===== config.mk =====
export PLATFORM = sky130hd
export DESIGN_NAME = dbg_sequencer
export DESIGN_NICKNAME = d
export VERILOG_FILES = /design/src/rtl/dbg_sequencer.sv
export SDC_FILE = /design/constraint.sdc
export NUM_CORES = 1
export LEC_CHECK = 0
export BUFFER_PORTS_ARGS = -buffer_cell sky130_fd_sc_hd__buf_4
export CAP_MARGIN = 20
export CORE_MARGIN = 4
export CORE_UTILIZATION = 36
export DETAILED_ROUTE_END_ITERATION = 12
export PLACE_DENSITY_LB_ADDON = 0.05
export SYNTH_ARGS = -nofsm -noshare
export SYNTH_HDL_FRONTEND = slang
export SYNTH_SLANG_ARGS = --single-unit

===== constraint.sdc =====
create_clock -name sys_clk -period 2 [get_ports sys_clk]
set_input_delay 0.6 -clock sys_clk [delete_from_list [all_inputs] [get_ports sys_clk]]
set_output_delay 0.6 -clock sys_clk [all_outputs]
set_load 0.01 [all_outputs]

===== src/rtl/dbg_sequencer.sv =====
// Debug execution sequencer: halts the CPU, releases single fetched or
// injected instructions, and acknowledges bridge commands with a 4-phase handshake.
module dbg_sequencer #(
    parameter int TMO_CYCLES = 255,
    parameter int CNT_W      = 16
) (
    input  logic             sys_clk,
    input  logic             sys_rst,
    input  logic             step_mode,
    input  logic             inject_req,
    input  logic [1:0]       dbg_cmd,
    input  logic [15:0]      inject_instr,
    input  logic             cpu_idle,
    input  logic             cpu_retire,
    output logic             inject_ack,
    output logic             halt_req,
    output logic             exec_go,
    output logic             exec_sel,
    output logic [15:0]      override_instr,
    output logic             tmo_flag,
    output logic [CNT_W-1:0] exec_cnt
);

    localparam logic [2:0] RUN     = 3'd0;
    localparam logic [2:0] HALTING = 3'd1;
    localparam logic [2:0] HALTED  = 3'd2;
    localparam logic [2:0] EXEC    = 3'd3;
    localparam logic [2:0] ACK     = 3'd4;

    localparam logic [1:0] CMD_INJECT = 2'd1;
    localparam logic [1:0] CMD_STEP   = 2'd2;

    localparam int               TMO_W    = $clog2(TMO_CYCLES + 1);
    localparam logic [TMO_W-1:0] TMO_LAST = TMO_W'(TMO_CYCLES - 1);

    logic [2:0]       state;
    logic [2:0]       state_nxt;
    logic [TMO_W-1:0] tmo_cnt;
    logic             accept;
    logic             retire;
    logic             timeout;
    logic             halt_nxt;
    logic             cmd_exec;

    assign cmd_exec = (dbg_cmd == CMD_INJECT) || (dbg_cmd == CMD_STEP);

    always_comb begin
        state_nxt = state;
        accept    = 1'b0;
        retire    = 1'b0;
        timeout   = 1'b0;
        case (state)
            RUN: begin
                if (step_mode)
                    state_nxt = HALTING;
                else if (inject_req && !inject_ack)
                    state_nxt = ACK;
            end
            HALTING: begin
                if (!step_mode)
                    state_nxt = RUN;
                else if (cpu_idle)
                    state_nxt = HALTED;
            end
            HALTED: begin
                if (!step_mode) begin
                    state_nxt = RUN;
                end else if (inject_req && !inject_ack) begin
                    accept    = 1'b1;
                    state_nxt = cmd_exec ? EXEC : ACK;
                end
            end
            EXEC: begin
                // A retire on the final timeout cycle still counts as a retire.
                if (cpu_retire) begin
                    retire    = 1'b1;
                    state_nxt = ACK;
                end else if (tmo_cnt == TMO_LAST) begin
                    timeout   = 1'b1;
                    state_nxt = ACK;
                end
            end
            ACK: begin
                if (!inject_req)
                    state_nxt = step_mode ? HALTED : RUN;
            end
            default: state_nxt = RUN;
        endcase
    end

    // ACK keeps whatever stall level it was entered with, so a
    // command serviced from RUN never stalls the CPU.
    always_comb begin
        case (state_nxt)
            RUN:     halt_nxt = 1'b0;
            ACK:     halt_nxt = (state == ACK) ? halt_req : (state != RUN);
            default: halt_nxt = 1'b1;
        endcase
    end

    always_ff @(posedge sys_clk) begin
        if (sys_rst) begin
            state          <= RUN;
            inject_ack     <= 1'b0;
            halt_req       <= 1'b0;
            exec_go        <= 1'b0;
            exec_sel       <= 1'b0;
            override_instr <= 16'h0000;
            tmo_flag       <= 1'b0;
            exec_cnt       <= '0;
            tmo_cnt        <= '0;
        end else begin
            state    <= state_nxt;
            halt_req <= halt_nxt;
            exec_go  <= accept && cmd_exec;

            if (accept) begin
                tmo_flag <= 1'b0;
                if (dbg_cmd == CMD_INJECT)
                    override_instr <= inject_instr;
            end

            if (accept && cmd_exec) begin
                exec_sel <= (dbg_cmd == CMD_INJECT);
                tmo_cnt  <= '0;
            end else if (state == EXEC) begin
                if (retire || timeout)
                    exec_sel <= 1'b0;
                else
                    tmo_cnt <= tmo_cnt + TMO_W'(1);
            end

            if (retire)
                exec_cnt <= exec_cnt + CNT_W'(1);
            if (timeout)
                tmo_flag <= 1'b1;

            // Completion acks immediately; plain ACK entries ack one cycle later.
            inject_ack <= ((state == ACK) || retire || timeout) && inject_req;
        end
    end

endmodule

Word-level counts from Yosys, hierarchy flattened:

Index checks and enable logic that the tools add are counted.

* register bits: 48
* output and inout bits: 37

* $add $sub $neg: 2
* equality and inequality tests: 9
* multiplexer cells: 27
* bitwise gates (word level): 1
* reduce and logical (&&, ||, !) cells: 18

Operators with widths (number)
* 3-bit 2-to-1 mux: 10
* 16-bit by 1-bit adder with 16-bit output, second input constant: 1
* 3-bit case mux with 5 select lines: 1
* 1-bit 2-to-1 mux: 14
* 8-bit by 1-bit adder with 8-bit output, second input constant: 1
* 8-bit equality test, second input constant: 1
* 3-bit by 2-bit equality test with 1-bit output, second input constant: 2
* 3-bit equality test, second input constant: 2
* 3-bit logical NOT: 2
* 2-bit AND reduction: 3
* 2-bit nonzero test: 3
* 1-bit logical OR: 4
* 3-bit by 1-bit equality test with 1-bit output, second input constant: 1
* 1-bit logical AND: 3
* 3-bit nonzero test: 1
* 2-bit by 1-bit equality test with 1-bit output, second input constant: 1
* 2-bit equality test, second input constant: 1
* 2-bit 2-to-1 mux: 1
* 2-bit inequality test, second input constant: 1
* 1-bit case mux with 2 select lines: 1
* 2-bit OR reduction: 1
* 1-bit logical NOT: 1
* 1-bit NOT: 1

Logic depth before layout (Yosys ltp):

* depth after elaboration: 8
* mapped depth: 7

Worst setup path before layout:

No wires, ideal clock.

* path kind: input to register
* start: input port cpu_retire
* end: register exec_cnt[12]
* data arrival time: 1.694 ns
* required time: 1.879 ns
* setup slack: 0.185 ns
* stages: 5
* path buffers: 1
* cell sequence: and4b_1 clkbuf_1 nand4_1 nor3_1 mux2_2

* longest elaborated chain between the ends: 2

Ends and longest elaborated chain
* from (decl): RTL line 14 `input logic cpu_retire,`
* 1-bit 2-to-1 mux: RTL line 75 `if (cpu_retire) begin`
* 1-bit 2-to-1 mux: RTL line 52 `case (state)`
* to (signal assigned): RTL line 134 `exec_cnt <= exec_cnt + CNT_W'(1);`
* to (decl): RTL line 21 `output logic [CNT_W-1:0] exec_cnt`

No other way between the ends.
A chain may end at the register's enable or synchronous reset.

Worst setup path after layout:

* start: register tmo_cnt[0]
* end: register tmo_cnt[7]

* longest elaborated chain between the ends: 7
* elaborated cells between the ends (all ways): 8

Ends and longest elaborated chain
* from (decl): RTL line 38 `logic [TMO_W-1:0] tmo_cnt;`
* from (signal assigned): RTL line 130 `tmo_cnt <= tmo_cnt + TMO_W'(1);`
* 8-bit equality test: RTL line 78 `end else if (tmo_cnt == TMO_LAST) begin`
* 1-bit 2-to-1 mux: RTL line 78
* 1-bit 2-to-1 mux: RTL line 75
* 1-bit 2-to-1 mux: RTL line 52
* 1-bit logical OR: RTL line 127 `if (retire || timeout)`
* 1-bit NOT (no line)
* 2-bit AND reduction (no line)

Parallel ways exist; a longest one is shown, timed or not.

==> metrics.txt <==
clock root buffer=clkbuf_8; CTS resizes=0; Final WS setup=approximately 0.22 ns; simple-gate share of the synthesized area=29.46%; final worst path period share=88.91%; Slew @ Worst Pin=0.6195 ns; post-synthesis sequential area ratio=44.37%; final core occ=49.96%; vias in the first global route=1828; setup TNS=0 ns; CP arrival=1.96 ns; worst-path fanout max=5; Power per Cell Area=594.1 nW/um^2; Critical Path Source Type=flip-flop; post-synthesis cell area=2166 sq um; RSZ-0062 raised after global routing=no; Clock Skew=slightly above 0.006 ns; status=completed; initial antenna violation count=0; FP Rows=27; cell taking the most area after synthesis=dfxtp_1; min Tclk post-route=roughly 1.8 ns; Internal Pwr Total=0.001300 W; clock share of power=between 30% and 40%; first-pass GRT wire length=8556 microns; # DRC=0; Die Wd=85.57 microns; post-synthesis adder-cell area fraction=2.311%; total core area=between 5000 and 6000 sq um; grt total ovfl=0; CTS tree=built; total CTS buffers=5; EDFF count, synth=0; Total GRT Usage=between 10% and 20%; CTS Buffer Depth=2; Initial Util=38.16%; clock latency on the worst-skew pair=~0.3 ns; Comb power frac=~7.1%; worst vdd rail ir drop=0.2778 mV; kind of end point of the critical path=flip-flop; Nets=350; Net Sw Frac=a little under a quarter; warning count from the yosys run=0; CTS sink cnt=48; Post-synth ARST share=0%; FMAX=0.5624 GHz; Final Hold Viols=0; layout cells sized above 1=27.24%; endpoints failing setup=0; multiplexer share of the synthesized area=0.5199%; area delta synth->final=30.91%; Pre-Repair DR Iteration Count=4; cts hold-fix bufs=0; Filler Cells Inserted=588; Avg Inst Size Synth=between 8 and 9 sq um; cell count after synthesis=255; ranking of synthesized cells by area=dfxtp_1 (44%), nand2_1 (7.6%), a21oi_1 (6.2%); #FFs+latches synth=48; Max-Cap Viols=0; Power, Total=0.001685 W; wire per inst=13.21 microns; post-synth top area share=between 40 and 50%; worst endpoint required time=2.18 ns; commonest non-fill, non-tap cells in the layout=buf_4 (72), dfxtp_1 (48), nand2_1 (44); routability cong.=~0.80; Worst-path clk slew=0.08 ns; total I/O pin count=61; vias per cell=4.927; DR iter-0 viols=55; pin count of the biggest net entering global routing=17; Leak=around 1.1 nW; post-DP HPWL=3948 microns; commonest non-fill, non-tap cell in the layout=buf_4; Die H=85.57 microns; number of post-CTS setup repair buffers=0; complex-gate fraction of the synthesized area=a little over an eighth; final slew viol count=0; Synth Area in XOR/XNOR=6.066%; slew margin rel.=58.26%; H-tree depth=2; pre-CTS setup slack=0.005956 ns; Post-Route WL=5219 microns; post-route ant nets=0; Seq pwr share=57.5%; vias=1946; Psw=0.0003841 W; DIE AREA=7321 sq um; Ant. Diodes=0; Hold/Removal Path Class=reg2reg; largest family of logic cells by synthesized area=simple AND/OR/NAND/NOR gates; syn nets=283; main flop type after synthesis=dfxtp_1; Distinct cells, synth=47; PortBufs=60; Crit Path Class=reg2reg
[area by class of cell]
class | count | area [sq um] | area share, %
Multi-Input combinational cell | 189 | 1129 | 39.81
Sequential cell | 48 | 960.9 | 33.89
Timing Repair Buffer | 72 | 540.5 | 19.06
Tap cell | 72 | 90.09 | 3.177
Clock buffer | 6 | 82.58 | 2.913
Inverter | 6 | 22.52 | 0.7944
Clock inverter | 2 | 10.01 | 0.3530
[power by group through the flow]
stage               Sequential [W]  Clock [W]  Combinational, W
global placement          0.000991          0          0.000120
global route              0.000970   0.000664          0.000132
CTS                       0.000968   0.000625          0.000121
detailed placement        0.000991          0          0.000121
finish                    0.000968   0.000597          0.000120
floorplan                 0.000990          0         0.0000577
[sequential cells by signal, indices dropped and copies added, names as in the netlist]
register and cells:
override_instr 16, inject_ack 1, exec_cnt 16, halt_req 1, exec_go 1, tmo_cnt 8, exec_sel 1, state 3
tmo_flag 1
[cell families after synthesis]
kind of cell	Yosys count
XOR/XNOR	15
AO/OA/AOI/OAI	50
adder cells (fa/ha/maj)	4
flip-flops	48
multiplexers	1
AND/OR/NAND/NOR	119
buffers and inverters	18
[final timing paths]
kind / start / endpoint / slack, ns / depth (start not counted)
worst max-delay path: tmo_cnt[0] / tmo_cnt[7] / 0.22 / 6
worst min-delay path: override_instr[8] / override_instr[8] / 0.46 / 2
worst max register to register: tmo_cnt[0] / tmo_cnt[7] / 0.22 / 6
worst min register to register: override_instr[8] / override_instr[8] / 0.46 / 2
[synthesized netlist by cell type, types with 2 or more instances]
cell type  count
a2111oi_0      2
a211oi_1       2
a21oi_1       27
a32oi_1        2
and2_1         2
and3_1         4
and4_1         2
and4bb_2       2
clkbuf_1       9
dfxtp_1       48
ha_1           4
inv_1          6
nand2_1       44
nand2b_1       3
nand3_1        9
nand3b_1       3
nand4_1        8
nor2_1        20
nor2b_1        2
nor3_1         3
nor3b_1        3
o211ai_1       2
o21ai_0        7
o22ai_1        2
or3_1          4
xnor2_1        9
xor2_1         6
[layer usage]
layer  part of all wire (%)  global-route usage, %  vias to the layer above
met5                      0                      0                        -
met4                    1.2                  4.460                        0
met3                    3.6                  3.458                        7
met2                     47                  22.88                       31
met1                     48                  18.94                      879
li1                       -                      -                     1029
[stage by stage]
step           hold slack, ns  cell area, sq um  instances
2_1_floorplan          0.4697              2166        255
3_3_place_gp           0.4434              2743        387
4_1_cts                0.4616              2835        395
3_5_place_dp           0.4481              2743        387
6_report               0.4583              2835        395
5_1_grt                0.4836              2835        395
[worst max-delay path, stage by stage, from the launching register on]
cell	delay [ns]
dfxtp_1	0.36
inv_1	0.07
ha_1	0.20
and3_1	0.23
a2111oi_0	0.56
xnor2_1	0.18
nor2_1	0.05
Note: power is estimated with default switching activity, not from simulation.
